==> config.mk <==
export PLATFORM = sky130hd
export DESIGN_NAME = dtree_frame_loader
export DESIGN_NICKNAME = d
export VERILOG_FILES = /design/src/rtl/dtree_frame_loader.sv
export SDC_FILE = /design/constraint.sdc
export NUM_CORES = 1
export LEC_CHECK = 0
export BUFFER_PORTS_ARGS = -buffer_cell sky130_fd_sc_hd__buf_4
export CAP_MARGIN = 30
export CORE_AREA = 2 2 141 143
export CTS_CLUSTER_SIZE = 20
export DETAILED_ROUTE_END_ITERATION = 10
export DIE_AREA = 0 0 143 145
export SYNTH_ARGS = -nofsm -noshare
export SYNTH_HDL_FRONTEND = slang
export SYNTH_SLANG_ARGS = --single-unit
==> constraint.sdc <==
create_clock -name clk -period 2.3 [get_ports clk]
set_input_delay 0.46 -clock clk [delete_from_list [all_inputs] [get_ports clk]]
set_output_delay 0.46 -clock clk [all_outputs]
set_load 0.05 [all_outputs]
==> src/rtl/dtree_frame_loader.sv <==
// Purpose : assembles N_FEAT byte features into a stable parallel bus for a slow
//           printed decision tree, waits SETTLE_CYCLES, then captures the class.
// Latency : N_FEAT accept edges + SETTLE_CYCLES from first beat to out_valid.
// Backpr. : in_ready low in SETTLE/OUT; out_valid holds until out_ready.
//
// Ports:
//   clk, rst_n             clock, async active-low reset
//   in_valid/in_ready      feature byte stream handshake; in_data = feature Xk on beat k
//   in_last                final beat of a frame
//   feat_bus               committed features, X0 in the low byte
//   tree_class             combinational tree output computed from feat_bus
//   out_valid/out_ready    class result handshake; out_class = captured class
//   frame_err, err_count   malformed-frame pulse and saturating counter
//   busy                   high while settling or presenting a result
module dtree_frame_loader #(
  parameter int N_FEAT        = 9,
  parameter int FEAT_W        = 8,
  parameter int CLASS_W       = 2,
  parameter int SETTLE_CYCLES = 4,
  parameter int ERR_W         = 8
) (
  input  logic                     clk,
  input  logic                     rst_n,
  input  logic                     in_valid,
  input  logic [FEAT_W-1:0]        in_data,
  input  logic                     in_last,
  output logic                     in_ready,
  output logic [N_FEAT*FEAT_W-1:0] feat_bus,
  input  logic [CLASS_W-1:0]       tree_class,
  output logic                     out_valid,
  output logic [CLASS_W-1:0]       out_class,
  input  logic                     out_ready,
  output logic                     frame_err,
  output logic [ERR_W-1:0]         err_count,
  output logic                     busy
);

  localparam int IDX_W = (N_FEAT > 1) ? $clog2(N_FEAT) : 1;
  localparam int CNT_W = 8;
  localparam int BUS_W = N_FEAT * FEAT_W;

  typedef enum logic [1:0] {
    S_LOAD   = 2'd0,
    S_DROP   = 2'd1,
    S_SETTLE = 2'd2,
    S_OUT    = 2'd3
  } state_t;

  state_t             r_state;
  state_t             w_state_nxt;
  logic [IDX_W-1:0]   r_idx;
  logic [IDX_W-1:0]   w_idx_nxt;
  logic [CNT_W-1:0]   r_cnt;
  logic [CNT_W-1:0]   w_cnt_nxt;
  logic [FEAT_W-1:0]  r_stage [N_FEAT];
  logic [BUS_W-1:0]   r_feat_bus;
  logic [CLASS_W-1:0] r_out_class;
  logic               r_out_valid;
  logic               r_frame_err;
  logic [ERR_W-1:0]   r_err_count;

  logic w_in_ready;
  logic w_accept;
  logic w_last_idx;
  logic w_commit;
  logic w_err;
  logic w_capture;

  // in_ready depends on registered state only, never on in_valid.
  assign w_in_ready = (r_state == S_LOAD) || (r_state == S_DROP);
  assign w_accept   = in_valid && w_in_ready;
  assign w_last_idx = (r_idx == IDX_W'(N_FEAT - 1));

  always_ff @(posedge clk or negedge rst_n) begin
    if (!rst_n) begin
      r_state <= S_LOAD;
      r_idx   <= '0;
      r_cnt   <= '0;
    end else begin
      r_state <= w_state_nxt;
      r_idx   <= w_idx_nxt;
      r_cnt   <= w_cnt_nxt;
    end
  end

  always_comb begin
    w_state_nxt = r_state;
    w_idx_nxt   = r_idx;
    w_cnt_nxt   = r_cnt;
    w_commit    = 1'b0;
    w_err       = 1'b0;
    w_capture   = 1'b0;
    case (r_state)
      S_LOAD: begin
        if (w_accept) begin
          if (w_last_idx) begin
            w_idx_nxt = '0;
            if (in_last) begin
              w_commit    = 1'b1;
              w_cnt_nxt   = CNT_W'(SETTLE_CYCLES - 1);
              w_state_nxt = S_SETTLE;
            end else begin
              // Too many beats: flag once, then swallow the rest of the frame.
              w_err       = 1'b1;
              w_state_nxt = S_DROP;
            end
          end else if (in_last) begin
            w_err     = 1'b1;
            w_idx_nxt = '0;
          end else begin
            w_idx_nxt = r_idx + IDX_W'(1);
          end
        end
      end
      S_DROP: begin
        if (w_accept && in_last) begin
          w_state_nxt = S_LOAD;
        end
      end
      S_SETTLE: begin
        if (r_cnt == '0) begin
          w_capture   = 1'b1;
          w_state_nxt = S_OUT;
        end else begin
          w_cnt_nxt = r_cnt - CNT_W'(1);
        end
      end
      S_OUT: begin
        if (out_ready) begin
          w_state_nxt = S_LOAD;
        end
      end
      default: begin
        w_state_nxt = S_LOAD;
      end
    endcase
  end

  always_ff @(posedge clk or negedge rst_n) begin
    if (!rst_n) begin
      for (int k = 0; k < N_FEAT; k++) begin
        r_stage[k] <= '0;
      end
      r_feat_bus  <= '0;
      r_out_class <= '0;
      r_out_valid <= 1'b0;
      r_frame_err <= 1'b0;
      r_err_count <= '0;
    end else begin
      if (w_accept && (r_state == S_LOAD)) begin
        r_stage[r_idx] <= in_data;
      end
      // The final beat bypasses the staging bank so the bus updates on its own edge.
      if (w_commit) begin
        for (int k = 0; k < N_FEAT - 1; k++) begin
          r_feat_bus[k*FEAT_W +: FEAT_W] <= r_stage[k];
        end
        r_feat_bus[(N_FEAT-1)*FEAT_W +: FEAT_W] <= in_data;
      end
      if (w_capture) begin
        r_out_class <= tree_class;
        r_out_valid <= 1'b1;
      end else if ((r_state == S_OUT) && out_ready) begin
        r_out_valid <= 1'b0;
      end
      r_frame_err <= w_err;
      if (w_err && (r_err_count != {ERR_W{1'b1}})) begin
        r_err_count <= r_err_count + ERR_W'(1);
      end
    end
  end

  assign in_ready  = w_in_ready;
  assign feat_bus  = r_feat_bus;
  assign out_valid = r_out_valid;
  assign out_class = r_out_class;
  assign frame_err = r_frame_err;
  assign err_count = r_err_count;
  assign busy      = (r_state == S_SETTLE) || (r_state == S_OUT);

endmodule

## Word-level counts from Yosys, hierarchy flattened

Index checks and enable logic that the tools add are counted.

| word-level totals | value |
|---|---|
| register bits | 170 |
| bits of input ports | 15 |
| output and inout port bits | 86 |
| word-level logic and storage cells | 79 |

| cells by class | value |
|---|---|
| $add $sub $neg | 3 |
| order comparisons | 2 |
| equal/unequal tests | 12 |
| muxes and demuxes | 29 |
| bitwise logic cells | 1 |
| reductions and logical operators | 15 |

Operator list:

| operator | number |
|---|---|
| $bwmux 72 | 1 |
| $mux 8 | 5 |
| $demux 8 s4 | 1 |
| $pmux 8 s2 | 1 |
| $mux 1 | 12 |
| $mux 2 | 6 |
| $ne 2x2->1 const B | 6 |
| $reduce_and 5->1 | 2 |
| $add 8x1->8 const B | 1 |
| $logic_not 8->1 | 1 |
| $mux 4 | 2 |
| $ne 8x8->1 const B | 1 |
| $pmux 2 s4 | 1 |
| $sub 8x1->8 const B | 1 |
| $logic_and 1x1->1 | 6 |
| $ge 5x5->1 const B | 1 |
| $lt 5x1->1 const B | 1 |
| $not 4->5 | 1 |
| $add 4x1->4 const B | 1 |
| $eq 2x2->1 const B | 2 |
| $eq 4x4->1 const B | 1 |
| $reduce_bool 2->1 | 2 |
| $eq 2x1->1 const B | 1 |
| $logic_not 2->1 | 1 |
| other kinds (3) | 4 |

## Logic depth before layout (Yosys ltp)

Gate-level depths: netlist (run 1).

| logic depth | value |
|---|---|
| word-level depth | 6 |
| mapped depth | 9 |
| mapped depth without buffers | 7 |

## Worst setup path before layout (run 1)

No wires, ideal clock.

| path | value |
|---|---|
| path type | register -> register |
| from | register r_idx[0] |
| to | register r_feat_bus[64], in the netlist feat_bus[64] |
| arrival time | 1.922 ns |
| required time | 2.175 ns |
| path slack | 0.253 ns |
| cell stages (with the launch flop) | 10 |
| buffers on the path | 3 |
| path through | dfrtp_1 -> inv_1 -> ha_1 -> and3b_1 -> buf_2 -> ha_1 -> and2_1 -> buf_2 -> buf_2 -> mux2_2 |

| on the way | value |
|---|---|
| cells in the longest elaborated chain, start to end | 4 |

Ends and longest elaborated chain:

| item | line | RTL |
|---|---|---|
| start: declaration | 51 | `logic [IDX_W-1:0] r_idx;` |
| start signal: assignment | 81 | `r_idx <= w_idx_nxt;` |
| $eq 4x4->1 | 72 | `assign w_last_idx = (r_idx == IDX_W'(N_FEAT - 1));` |
| $mux 1 | 96 | `if (w_last_idx) begin` |
| $mux 1 | 95 | `if (w_accept) begin` |
| $mux 1 | 93 | `case (r_state)` |
| end signal: indexed assignment | 156 | `r_feat_bus[k*FEAT_W +: FEAT_W] <= r_stage[k];` |
| end signal: indexed assignment | 158 | `r_feat_bus[(N_FEAT-1)*FEAT_W +: FEAT_W] <= in_data;` |
| end: declaration | 56 | `logic [BUS_W-1:0] r_feat_bus;` |

No other way between the ends.
A chain may end at the register's enable or synchronous reset.

## Final worst setup path (run 1)

| path | value |
|---|---|
| from | register r_idx[0] |
| to | register r_feat_bus[49], in the netlist feat_bus[49] |

Same word-level chain as after synthesis.

==> out/results.ini, run 1 <==
[setup_path]
rrSetupSlack_ns=0.17
r2r_end=feat_bus[49]$_DFFE_PN0P_
rr_worst_depth=7
worstReg2RegStart=r_idx[0]$_DFFE_PN0P_
critPathMaxFanout=21
worstPathArrival_ns=2.43
crit_required_ns=2.60
path_class=flop to flop
crit_path_start_kind=flop
end_kind=flop

[floorplanning]
io_pins=101
coreArea_um2=19210
die-area_um2=20740
die_x_um=143
dieHeight_um=145
start_util_pct=33.48
rows=51

[logic_synthesis]
syn_area_um2=6431
syn_nets=448
synth_xor_area_share_pct=0.9533
yosys.area_share.simple_pct=5.856
yosys-top-cells-area=dfrtp_1 (63%), mux2_2 (24%), ha_1 (1.6%)
synth_top_family_by_area=multiplexers
synth_edf_count=0
synth_top_cell_area_share_pct=63.04
synth_seq_area_share_pct=63.04
yosys_warnings=0
synth-async-reset-ratio_pct=100.0
syn_area_per_cell_um2=15.13
ys.flop_type=dfrtp_1
synth_mux_area_share_pct=24.34
yosysTopAreaCell=dfrtp_1
ys_seq_elements=162
synthAdderAreaFrac_pct=1.556
synth_compound_area_share_pct=2.802
yosys.cell_types.count=41
synthCells=425

[hold_path]
holdPathStages=2
holdPathEnd=out_class[0]$_DFFE_PN0P_
worst_hold_startpoint=tree_class[0]
hp-class=input pin to flop

[clocking]
clock_sinks=162
clkTransAtPathRegs_ns=0.07
cts_tree=done
clockBufferDepth=2
numCtsBuffers=17
cts_root_buf=clkbuf_16
clock_latency_ns=0.42
htree_levels=4

[job]
cap_viol_max_count=0

[sta]
slew_headroom_pct=65.18
drv_slew=0
hold_slack_ns=0.2685
tightest_slew_ns=0.5223
hold_viol_final=0
skew_ns=0.01060
setup_tns_ns=0
setup_viol=0
period_needed_ns=2.128
rsz0062_at_grt=false
period_share_pct=92.52
max_freq_mhz=470.0

[global_route]
antenna_found_initial=0
grt_max_degree=55
grt_pass1_wl_um=23140
track_usage_pct=14.57
overflow=0
grt_pass1_vias=4195

[power_and_ir_drop]
power_density_nw_per_um2=1507
fin_total_pwr_mw=12.32
p_leak_nw=3.974
vdd_drop_max_mv=0.6821

[route]
num_vias=3828
first_pass_iters=4
drc=0
drt_iter0_drc=205
via_per_inst=4.657
drt_wl_total_um=13930
ant_nets=0
wl_per_cell_um=16.94

[final_layout]
area_delta_synth_final_pct=27.10
drive_above_1_share_pct=52.60
final_nets=567
num_antenna_cells=0
layoutNonFillerInstCount=822
final_cell_area_um2=8174

[place]
placed_cells=788
gp_congestion=0.7548
dpl.hpwl_um=9532
placed_cell_area_um2=7569
portBuffers=100

[run_status]
status=completed

[cell usage in the layout, fill, tap and decap left out, types with 7 or more instances in the layout]
cell	synthesis	layout
dfrtp_1	162	162
o21ai_0	7	7
mux2_2	135	135
inv_1	8	8
nor3_1	9	9
nand2_2	8	8
buf_4	0	106
nand3_1	7	7
ha_1	8	8
clkbuf_16	0	17
nand2_1	11	11
[metrics by stage]
stage | setup WS (ns) | utilization, %
final | 0.1721 | 42.56
after global routing | 0.04721 | 42.56
after CTS | 0.03895 | 42.51
after detailed placement | 0.01742 | 39.40
after global placement | 0.1497 | 39.40
after floorplan | 0.2529 | -
[critical path: stages, from the launching register on]
cell and delay [ns]:
dfrtp_1 0.42, inv_1 0.12, ha_1 0.24, and3b_2 0.29, ha_1 0.16, and2_4 0.17
buf_6 0.23, mux2_2 0.36
[final cells by class]
type,instances,area [um2]
clock inverters,14,153.9
multi-input cells,243,2287
repair buffers,112,888.4
inverters,8,30.03
well taps,265,331.6
clock buffers,18,429.2
fillers,1768,11030
flip-flops and latches,162,4054
[cells in the mapped netlist (2+ instances only)]
cell      count
clkbuf_1      2
nand2b_1      2
nor2_1        6
nor3b_1       2
o21ai_0       7
mux2_2      135
nor3_1        9
mux2_1        4
nand3_1       7
xor2_1        6
ha_1          8
a211o_1       4
and3_1        3
dfrtp_1     162
buf_2         9
nor4_1        2
nand2_2       8
inv_1         8
nor2b_1       2
a221o_1       3
a21oi_1       4
and2_1        3
nand2_1      11
[where the power goes]
group          internal, mW  switching, mW  total, mW  leakage [nW]
combinational          1.84           2.99       4.83          1.59
clock                  1.62           1.17       2.79         0.284
sequential             3.99          0.707       4.69          2.10
[worst max path at each step]
| stage | start | endpoint | slack (ns) |
|---|---|---|---|
| global placement | r_idx[0]$_DFFE_PN0P_ | feat_bus[52]$_DFFE_PN0P_ | 0.15 |
| CTS | r_idx[0]$_DFFE_PN0P_ | err_count[1]$_DFFE_PN0P_ | 0.04 |
| global route | r_cnt[0]$_DFFE_PN0P_ | r_cnt[0]$_DFFE_PN0P_ | 0.05 |
| detailed placement | r_idx[0]$_DFFE_PN0P_ | feat_bus[49]$_DFFE_PN0P_ | 0.02 |
| finish | r_idx[0]$_DFFE_PN0P_ | feat_bus[49]$_DFFE_PN0P_ | 0.17 |
| floorplan | r_idx[0]$_DFFE_PN0P_ | feat_bus[64]$_DFFE_PN0P_ | 0.25 |
[metal layers]
| layer | share of wire (%) | wire [um] | GRT usage (%) | vias up |
|---|---|---|---|---|
| li1 | - | - | - | 1766 |
| met2 | 50 | 6942 | 23.61 | 79 |
| met5 | 0 | 0 | 0 | - |
| met1 | 44 | 6083 | 18.51 | 1967 |
| met4 | 1.7 | 236 | 4.851 | 0 |
| met3 | 4.8 | 663 | 4.455 | 16 |
[flip-flops by register name, indices dropped and copies added, names as in the netlist]
register	cells
out_class	2
r_stage	64
frame_err	1
r_state	2
r_cnt	8
feat_bus	72
err_count	8
r_idx	4
out_valid	1
[timing repair]
action / 4_1_cts / 5_1_grt
endpoints found under the setup margin: 3 / 45
setup buffers: 0 / 1
pin swaps: 0 / 1
hold buffers: 1 / 0
resized for setup: 1 / 1
hold endpoints to repair: 10 / 0
[kinds of logic (layout without fill, tap and decap cells)]
family / Yosys count / after routing
buffers and inverters: 20 / 152
xor gates and xnor gates: 7 / 7
DFF: 162 / 162
and+or+nand+nor: 64 / 64
muxes: 139 / 139
adders and majority gates: 8 / 8
AOI/OAI and AO/OA: 25 / 25
No activity file was read; power rests on OpenSTA's default activity.
==> run 2: changes to the inputs <==
Settings changed: CELL_PAD_IN_SITES_DETAIL_PLACEMENT set to 0, CELL_PAD_IN_SITES_GLOBAL_PLACEMENT set to 1, PLACE_DENSITY_LB_ADDON set to 0.1.
==> run 2 against run 1 <==
  * Global-route usage grew 0.19 points
  * Flip-flop and latch count did not move
  * Power increased by 2.2%
  * Wire length rose by 1.8%
  * Clock skew is 0.0019 ns higher
  * Via count up 0.10%
  * Largest power group unchanged
  * Highest routed layer unchanged
==> out/results.ini, run 2 (synthesis gave the netlist of run 1 again) <==
[route]
drt_wl_total_um=14180  ; +1.8%
drc=0  ; unchanged
num_vias=3832  ; +0.10%
drt_iter0_drc=195  ; -4.9%
first_pass_iters=4  ; unchanged
wl_per_cell_um=17.31  ; +2.2%
via_per_inst=4.679  ; +0.47%
ant_nets=0  ; unchanged

[final_layout]
post-route-util_pct=42.85  ; +0.29 points
largest_register_ffs=72  ; unchanged
mostFrequentLayoutCell=dfrtp_1
fillers=1768  ; unchanged
final_cell_mix=dfrtp_1 (162), mux2_2 (135), buf_4 (103)
final_nets=564  ; -0.53%
drive_above_1_share_pct=52.35  ; -0.26 points
area_delta_synth_final_pct=27.98
num_antenna_cells=0  ; unchanged
layoutNonFillerInstCount=819  ; -0.36%

[sta]
tightest_slew_ns=0.6387  ; +0.1164 ns
period_needed_ns=2.115  ; -0.01320 ns
setup_tns_ns=0  ; unchanged
setup_viol=0  ; unchanged
drv_slew=0  ; unchanged
slew_headroom_pct=57.23  ; -7.9 points
period_share_pct=91.94  ; -0.57 points
hold_viol_final=0  ; unchanged
max_freq_mhz=472.9  ; +0.62%
skew_ns=0.01250  ; +0.001905 ns
rsz0062_at_grt=false

[power_and_ir_drop]
switching_share_pct=38.29  ; -1.2 points
power_frac_clock_pct=24.5  ; +1.8 points
internal_power_mw=7.769  ; +4.3%
p_leak_nw=3.993  ; +0.47%
fin_total_pwr_mw=12.59  ; +2.2%
comb_power_share_pct=38.2  ; -1.0 points
power_frac_seq_pct=37.3  ; -0.8 points
vdd_drop_max_mv=0.8141  ; +19%
power_density_nw_per_um2=1530  ; +1.5%
net-switching-power_mw=4.820  ; -0.96%

[place]
dpl.hpwl_um=9292  ; -2.5%
portBuffers=100  ; unchanged
placed_cells=786  ; -0.25%
gp_congestion=0.7164  ; -5.1%

[global_route]
grt_max_degree=56  ; +1.8%
track_usage_pct=14.76  ; +0.19 points
overflow=0  ; unchanged
grt_pass1_wl_um=22980  ; -0.69%
grt_pass1_vias=4013  ; -4.3%
antenna_found_initial=1  ; +1

[setup_path]
end_kind=flop
critPathMaxFanout=8  ; -62%
critical_path.slowest_cell=dfrtp_1
crit_path_frequent_cell=ha_1
rrSetupSlack_ns=0.19  ; about the same
crit_required_ns=2.61  ; about the same
r2r_end=err_count[1]$_DFFE_PN0P_
worstPathArrival_ns=2.43  ; about the same
path_class=flop to flop
crit_path_start_kind=flop
cpPeakStageDelay_ns=0.42  ; about the same
worstReg2RegStart=r_idx[0]$_DFFE_PN0P_
rr_worst_depth=6  ; -1
path_cells=inv_1 > ha_1 > and3b_1 > ha_1 > o211ai_1 > mux2_2

[clocking]
cts_resized=0  ; -1
numCtsBuffers=17  ; unchanged
cts_hold_buf=1  ; unchanged
post_cts_buffers=0  ; unchanged
clockBufferDepth=2  ; unchanged
htree_levels=4  ; unchanged
clkTransAtPathRegs_ns=0.06  ; about the same
clock_sinks=162  ; unchanged
cts_root_buf=clkbuf_16
clock_latency_ns=0.42  ; about the same
cts_tree=done

[floorplanning]
coreArea_um2=19210  ; unchanged
die-area_um2=20740  ; unchanged
start_util_pct=33.48  ; unchanged
io_pins=101  ; unchanged
dieHeight_um=145  ; unchanged
die_x_um=143  ; unchanged
rows=51  ; unchanged

[run_status]
status=completed

[job]
cap_viol_max_count=0  ; unchanged

[hold_path]
holdPathEnd=out_class[0]$_DFFE_PN0P_
holdPathStages=2  ; unchanged
worst_hold_startpoint=tree_class[0]
hp-class=input pin to flop

-- run 2: cell count changes in the layout (fill, tap and decap cells not counted) --
| cell | before | now |
|---|---|---|
| buf_6 | 2 | 1 |
| buf_12 | 3 | 4 |
| and3b_2 | 1 | 0 |
| inv_8 | 1 | 0 |
| clkinvlp_4 | 2 | 3 |
| buf_4 | 106 | 103 |
| clkbuf_8 | 0 | 4 |
| clkbuf_1 | 1 | 0 |
| and3b_1 | 0 | 1 |
| clkinv_2 | 3 | 1 |
| inv_6 | 5 | 2 |
| bufinv_16 | 2 | 4 |
-- run 2: critical path, delay by kind of cell, from the launching register on --
kind / cells / cell delay [ns]
adder cells (fa/ha/maj): 2 / 0.55
flip-flops: 1 / 0.42
multiplexers: 1 / 0.40
AO/OA/AOI/OAI: 1 / 0.31
AND/OR/NAND/NOR: 1 / 0.22
buffers and inverters: 1 / 0.10
-- run 2: metrics by stage --
stage,worst slack (ns),instance area [um2],hold slack [ns]
detailed placement,0.1745,7566,0.4168
finish,0.1853,8230,0.2715
floorplan,0.2529,6431,0.1644
global placement,0.2031,7566,0.4127
global route,0.03763,8230,0.2505
CTS,0.1685,8230,0.2553
-- run 2: how the worst max path moves through the flow --
stage          cells past startpoint  slack, ns            startpoint                       end
6_report                           6       0.19  r_idx[0]$_DFFE_PN0P_  err_count[1]$_DFFE_PN0P_
5_1_grt                            7       0.04  r_idx[0]$_DFFE_PN0P_  err_count[5]$_DFFE_PN0P_
4_1_cts                            6       0.17  r_cnt[0]$_DFFE_PN0P_      r_cnt[2]$_DFFE_PN0P_
3_5_place_dp                       5       0.17              in_valid   r_stage[12]$_DFFE_PN0P_
3_3_place_gp                       5       0.20              in_valid   r_stage[41]$_DFFE_PN0P_
2_1_floorplan                      9       0.25  r_idx[0]$_DFFE_PN0P_  feat_bus[64]$_DFFE_PN0P_
-- run 2: routing by layer --
layer | track usage [%] | wire length, um
met5 | 0 | 0
met4 | 4.455 | 200
met3 | 4.422 | 667
met2 | 23.49 | 6938
met1 | 19.39 | 6369
-- run 2: cell type report --
type / count / area, um2 / share of cell area [%]
flip-flops and latches: 162 / 4054 / 49.26
multi-input cells: 243 / 2286 / 27.77
repair buffers: 109 / 874.6 / 10.63
well taps: 265 / 331.6 / 4.029
inverters: 8 / 30.03 / 0.3649
clock buffers: 21 / 480.5 / 5.838
clock inverters: 11 / 173.9 / 2.113
-- run 2: power groups by stage --
stage	logic, mW	clock network [mW]	registers [mW]
after floorplan	1.68	0	6.39
after global placement	4.79	0	4.72
after detailed placement	4.87	0	4.76
after CTS	4.88	3.18	4.72
after global routing	5.11	3.31	4.87
final	4.81	3.08	4.70
